### src/rtl/int2flt_pkg.sv
// Shared types and constants for the integer-to-binary16 converter.
package int2flt_pkg;

  typedef enum logic [1:0] {
    IDLE  = 2'd0,
    NORM  = 2'd1,
    ROUND = 2'd2,
    DONE  = 2'd3
  } state_t;

  localparam int unsigned EXP_BIAS  = 15;
  localparam int unsigned EXP_START = 30;
  localparam int unsigned MANT_W    = 10;
  localparam int unsigned WORD_W    = 16;
  localparam int unsigned EXP_W     = 5;

endpackage

### src/rtl/int2flt_unit_if.sv
// Start/halt handshake plus operand and result words of the converter.
interface int2flt_unit_if;
  import int2flt_pkg::*;

  logic              start;
  logic [WORD_W-1:0] int_in;
  logic [WORD_W-1:0] flt_out;
  logic              halt;

  modport master (output start, output int_in, input flt_out, input halt);
  modport slave  (input start, input int_in, output flt_out, output halt);

endinterface

### src/rtl/int2flt_unit_fp16_round.sv
// Combinational round-to-nearest-even packer for a normalized magnitude.
module fp16_round
  import int2flt_pkg::*;
(
  input  logic [WORD_W-1:0] mag,
  input  logic [EXP_W-1:0]  exp,
  input  logic              sign,
  input  logic              zero,
  output logic [WORD_W-1:0] word
);

  logic [MANT_W-1:0] mant;
  logic [MANT_W-1:0] mant_r;
  logic [MANT_W:0]   sum;
  logic [EXP_W-1:0]  exp_r;
  logic              guard;
  logic              sticky;
  logic              round_up;

  always_comb begin
    mant     = mag[14:5];
    guard    = mag[4];
    sticky   = |mag[3:0];
    round_up = guard & (sticky | mant[0]);
    sum      = {1'b0, mant} + {{MANT_W{1'b0}}, round_up};
    // mantissa carry-out renormalizes by bumping the exponent
    if (sum[MANT_W]) begin
      exp_r  = exp + 5'd1;
      mant_r = '0;
    end else begin
      exp_r  = exp;
      mant_r = sum[MANT_W-1:0];
    end
    if (zero || !mag[WORD_W-1]) begin
      word = '0;
    end else begin
      word = {sign, exp_r, mant_r};
    end
  end

endmodule

### src/rtl/int2flt_unit.sv
// Sequential int16 -> binary16 converter: one normalization shift per cycle, then round.
module int2flt_unit
  import int2flt_pkg::*;
(
  input  logic          CLK,
  input  logic          reset,
  int2flt_unit_if.slave bus
);

  state_t            state, state_nx;
  logic [WORD_W-1:0] mag;
  logic [EXP_W-1:0]  exp;
  logic              sign;
  logic              zero;
  logic [WORD_W-1:0] flt_q;
  logic [WORD_W-1:0] flt_rounded;

  logic accept;
  logic shift;
  logic set_zero;
  logic load_out;

  always_comb begin
    state_nx = state;
    accept   = 1'b0;
    shift    = 1'b0;
    set_zero = 1'b0;
    load_out = 1'b0;
    unique case (state)
      IDLE, DONE: begin
        if (bus.start) begin
          accept   = 1'b1;
          state_nx = NORM;
        end
      end
      NORM: begin
        if (mag == '0) begin
          set_zero = 1'b1;
          state_nx = ROUND;
        end else if (mag[WORD_W-1]) begin
          state_nx = ROUND;
        end else begin
          shift = 1'b1;
        end
      end
      ROUND: begin
        load_out = 1'b1;
        state_nx = DONE;
      end
      default: state_nx = IDLE;
    endcase
  end

  always_ff @(posedge CLK) begin
    if (!reset) begin
      state <= IDLE;
      mag   <= '0;
      exp   <= '0;
      sign  <= 1'b0;
      zero  <= 1'b0;
      flt_q <= '0;
    end else begin
      state <= state_nx;
      if (accept) begin
        sign <= bus.int_in[WORD_W-1];
        // -32768 negates to itself, which is the correct unsigned magnitude 0x8000
        mag  <= bus.int_in[WORD_W-1] ? (~bus.int_in + 16'd1) : bus.int_in;
        exp  <= EXP_W'(EXP_START);
        zero <= 1'b0;
      end
      if (shift) begin
        mag <= {mag[WORD_W-2:0], 1'b0};
        exp <= exp - 5'd1;
      end
      if (set_zero) begin
        zero <= 1'b1;
      end
      if (load_out) begin
        flt_q <= flt_rounded;
      end
    end
  end

  fp16_round u_round (
    .mag  (mag),
    .exp  (exp),
    .sign (sign),
    .zero (zero),
    .word (flt_rounded)
  );

  assign bus.flt_out = flt_q;
  assign bus.halt    = (state == DONE);

endmodule

### src/flat_wrapper.sv
// flat-port wrapper written by rule: the top's interface ports become plain ports
module int2flt_unit_flat import int2flt_pkg::*;
  (CLK, reset, bus_start, bus_int_in, bus_flt_out, bus_halt);
  int2flt_unit_if bus_i ();
  input  logic CLK;
  input  logic reset;
  input wire logic [$bits(bus_i.start)-1:0] bus_start;
  input wire logic [$bits(bus_i.int_in)-1:0] bus_int_in;
  output wire logic [$bits(bus_i.flt_out)-1:0] bus_flt_out;
  output wire logic [$bits(bus_i.halt)-1:0] bus_halt;
  assign bus_i.start = bus_start;
  assign bus_i.int_in = bus_int_in;
  assign bus_flt_out = bus_i.flt_out;
  assign bus_halt = bus_i.halt;
  int2flt_unit u_core (.CLK(CLK), .reset(reset), .bus(bus_i));
endmodule
### config.mk
export PLATFORM = sky130hd
export DESIGN_NAME = int2flt_unit_flat
export DESIGN_NICKNAME = d
export VERILOG_FILES = /design/src/rtl/int2flt_pkg.sv /design/src/rtl/int2flt_unit_if.sv /design/src/rtl/int2flt_unit_fp16_round.sv /design/src/rtl/int2flt_unit.sv /design/src/flat_wrapper.sv
export SDC_FILE = /design/constraint.sdc
export NUM_CORES = 1
export LEC_CHECK = 0
export ABC_CLOCK_PERIOD_IN_PS = 3100
export BUFFER_PORTS_ARGS = -buffer_cell sky130_fd_sc_hd__buf_2
export CORE_AREA = 3 3 110 86
export CTS_BUF_LIST = sky130_fd_sc_hd__clkbuf_8
export DETAILED_ROUTE_END_ITERATION = 10
export DIE_AREA = 0 0 113 89
export GPL_TIMING_DRIVEN = 0
export PLACE_DENSITY = 0.45
export SYNTH_ARGS = -nofsm -noshare
export SYNTH_HDL_FRONTEND = slang
export SYNTH_SLANG_ARGS = --single-unit
### constraint.sdc
create_clock -name CLK -period 3.1 [get_ports CLK]
set_clock_uncertainty 0.1 [all_clocks]
set_input_delay 0.62 -clock CLK [delete_from_list [all_inputs] [get_ports CLK]]
set_output_delay 0.62 -clock CLK [all_outputs]
set_load 0.01 [all_outputs]
==> qor.yml <==
status:
  outcome: "complete, no violations"
routing:
  vias_per_cell: 5.36
  post-route-drc-count: 0
  totalWireLength_mm: 7.55
  top_layer_used: "met4"
  postRouteAntennaNets: 0
  wl_met2_mm: 3.05
  post_drt_wl_per_cell_um: 16.0
  wl_met3_um: 392
  drt_first_pass_iters: 4
  vias: 2525
  drt_iter0_drc: 116
  wl_met1_mm: 4.04
cts:
  cts_tree: "built"
  post_cts_resized: 0
  clk_latency_ns: 0.30
  post_cts_buffers: 0
  htreeDepth: 2
  clockRootBuffer: "clkbuf_8"
  clockBufferDepth: 2
  cts.clk_slew.worst_paths_ns: 0.08
  cts_buffers: 5
  clock-sinks: 41
  ctsHoldBuffers: 0
power:
  peakVddDrop_mv: 0.400
  switchingPower_mw: 1.00
  p_leak_nw: 1.14
  power_density_nw_per_um2: 766
  power_frac_clock_pct: 17.3
  internal_power_mw: 1.28
  power_frac_seq_pct: 35.2
  swShare_pct: 43.8
  power_frac_comb_pct: 47.5
placed_design:
  gp_congestion: 0.816
  port_buffers: 33
  place_ws_ns: 0.576
  hpwl_mm: 5.86
  place_area_um2: 2880
hold_path:
  hold_path_class: "flop to flop"
  hold-path-cell-count: 2
  hold-path-endpoint: "u_core.bus.flt_out[12]"
  hold_start: "u_core.bus.flt_out[12]"
synth:
  synth_fp_nets: 348
  ys_async_sr_fraction_pct: 0
  syn_avg_cell_area_um2: 8.02
  syn_inst: 322
  ys_seq_area_share_pct: 31.8
  synth_edf_count: 0
  synth_ff_type: "dfxtp_1"
  netlist_area_um2: 2580
  ys_warn_count: 0
  synth.ff_latch_count: 41
  synthDistinctLibCells: 58
worst_setup_path:
  r2r_start: "u_core.mag[9]"
  rrSetupSlack_ns: 0.55
  worstReg2RegEnd: "u_core.mag[5]"
  cpMaxStageDelayCell: "o41ai_4"
  setup.worst_path.end_class: "flop"
  cpPeakStageDelay_ns: 0.66
  crit_start: "u_core.mag[9]"
  worstPathRequired_ns: 3.22
  worstPathArrival_ns: 2.67
  critPathKind: "flop to flop"
  critPathLaunchType: "flop"
  r2r_cells: 5
  critical_path.max_fanout: 9
  crit_path_cell_trace: "clkbuf_1 -> or4_1 -> o41ai_4 -> nand3_1 -> o221ai_1"
sta:
  finalCriticalPeriod_ns: 2.55
  timing.fmax_ghz: 0.392
  hold_viol_final: 0
  rsz0062_at_grt: "no"
  min_period_over_period_pct: 82.3
  drv_slew: 0
  fin_tns_setup_ns: 0
  tightest_slew_ns: 0.928
  timing.hold.ws_ns: 0.353
  maxSlewHeadroom_pct: 37.2
  fin_ws_ns: 0.547
  setup_viol: 0
global_routing:
  antenna_found_initial: 0
  grt_pass1_vias: 2410
  grt-ovfl-total: 0
  grt_max_degree: 13
  grt_usage_pct: 16.2
  grt_pass1_wl_mm: 12.7
die:
  die_h_um: 89
  top_level_ports: 36
  initial_core_util_pct: 30.7
  core_um2: 8420
  num_rows: 29
  dieArea_um2: 10100
  die_x_um: 113
finish:
  fillers: 944
  drive_gt1_share_pct: 15.7
  diodes: 0
  mostFrequentLayoutCells: "41 x dfxtp_1, 33 x buf_2, 31 x nand2_1, 21 x a21oi_1, 21 x o21ai_0"
  final_cell_area_um2: 2980
  final_common_cell: "dfxtp_1"
  nets: 388
  area_growth_pct: 15.6
flow_run:
  cap_violations: 0
Yosys cell counts (all sizes together) (2+ instances only):
library cell / number / share of area [%]
nand2b: 6 / 1.5
a22oi: 2 / 0.58
a21oi: 22 / 4.4
o41ai: 4 / 2.4
mux2i: 4 / 1.6
o221ai: 6 / 2.0
xnor2: 5 / 1.7
nor2: 16 / 2.3
nand4b: 4 / 1.4
or2: 2 / 0.48
or4: 6 / 2.0
nand3: 19 / 3.7
or3: 5 / 1.2
ha: 7 / 3.4
and4: 5 / 1.7
nand2: 31 / 4.5
dfxtp: 41 / 32
o311a: 2 / 0.78
o211ai: 3 / 0.87
and2: 2 / 0.48
a21bo: 2 / 0.78
and3: 7 / 1.7
buf: 6 / 1.9
nor4: 6 / 1.5
a311oi: 2 / 0.68
o21ai: 21 / 4.1
xor2: 10 / 3.4
a211o: 2 / 0.68
nor2b: 7 / 1.7
nand4: 5 / 1.2
clkbuf: 18 / 2.6
inv: 9 / 1.3
nand3b: 4 / 1.2
nor3: 12 / 2.3
o31ai: 2 / 0.58
worst max-delay path: cells and delay by family, from the launching register on:
kind / cells / cell delay, ns
AND/OR/NAND/NOR: 2 / 0.90
flip-flops: 1 / 0.30
AO/OA/AOI/OAI: 2 / 0.93
buffers and inverters: 1 / 0.23
per-layer routing:
layer	track usage, %	up-vias
li1	-	1278
met5	0	-
met4	3.82	0
met3	3.72	8
met1	23.7	1184
met2	23.9	55
worst max path at each step:
stage | end | slack (ns) | depth (start not counted)
floorplan | u_core.mag[14] | 0.93 | 5
global placement | u_core.mag[5] | 0.54 | 5
detailed placement | u_core.mag[5] | 0.58 | 5
CTS | u_core.mag[5] | 0.55 | 5
global route | u_core.mag[5] | 0.38 | 5
finish | u_core.mag[5] | 0.55 | 5
cells by family after synthesis:
kind of cell,synth area share [%]
xor+xnor,5.09
simple gates,30.8
fa+ha+maj,3.39
buf+inv,5.82
mux,1.99
flops,31.8
compound gates,21.1
registers in the layout, indices dropped and copies added, names as in the netlist:
| signal | cells |
|---|---|
| u_core.bus.flt_out | 16 |
| u_core.exp | 5 |
| u_core.mag | 16 |
| u_core.sign | 1 |
| u_core.state | 2 |
| u_core.zero | 1 |
per-stage QoR:
stage | power (mW) | util [%] | instances
finish | 2.28 | 35.4 | 471
global route | 2.48 | 35.4 | 471
CTS | 2.30 | 35.4 | 471
detailed placement | 1.90 | 34.2 | 463
global placement | 1.90 | 34.2 | 463
floorplan | 1.58 | - | 322
final cells by class:
class / instances / area [µm²] / area share (%)
Timing Repair Buffer: 33 / 165 / 5.54
Sequential cell: 41 / 821 / 27.5
Clock buffer: 7 / 96.3 / 3.23
Inverter: 9 / 33.8 / 1.13
Buffer: 24 / 116 / 3.90
Clock inverter: 1 / 5.00 / 0.168
Multi-Input combinational cell: 248 / 1610 / 54.0
Tap cell: 108 / 135 / 4.53
power groups by stage:
stage	Combinational [mW]	Clock (mW)	Sequential (mW)
2_1_floorplan	0.819	0	0.762
3_3_place_gp	1.08	0	0.812
3_5_place_dp	1.08	0	0.816
4_1_cts	1.09	0.412	0.803
5_1_grt	1.22	0.431	0.825
6_report	1.09	0.395	0.804
No activity file was read; power rests on OpenSTA's default activity.
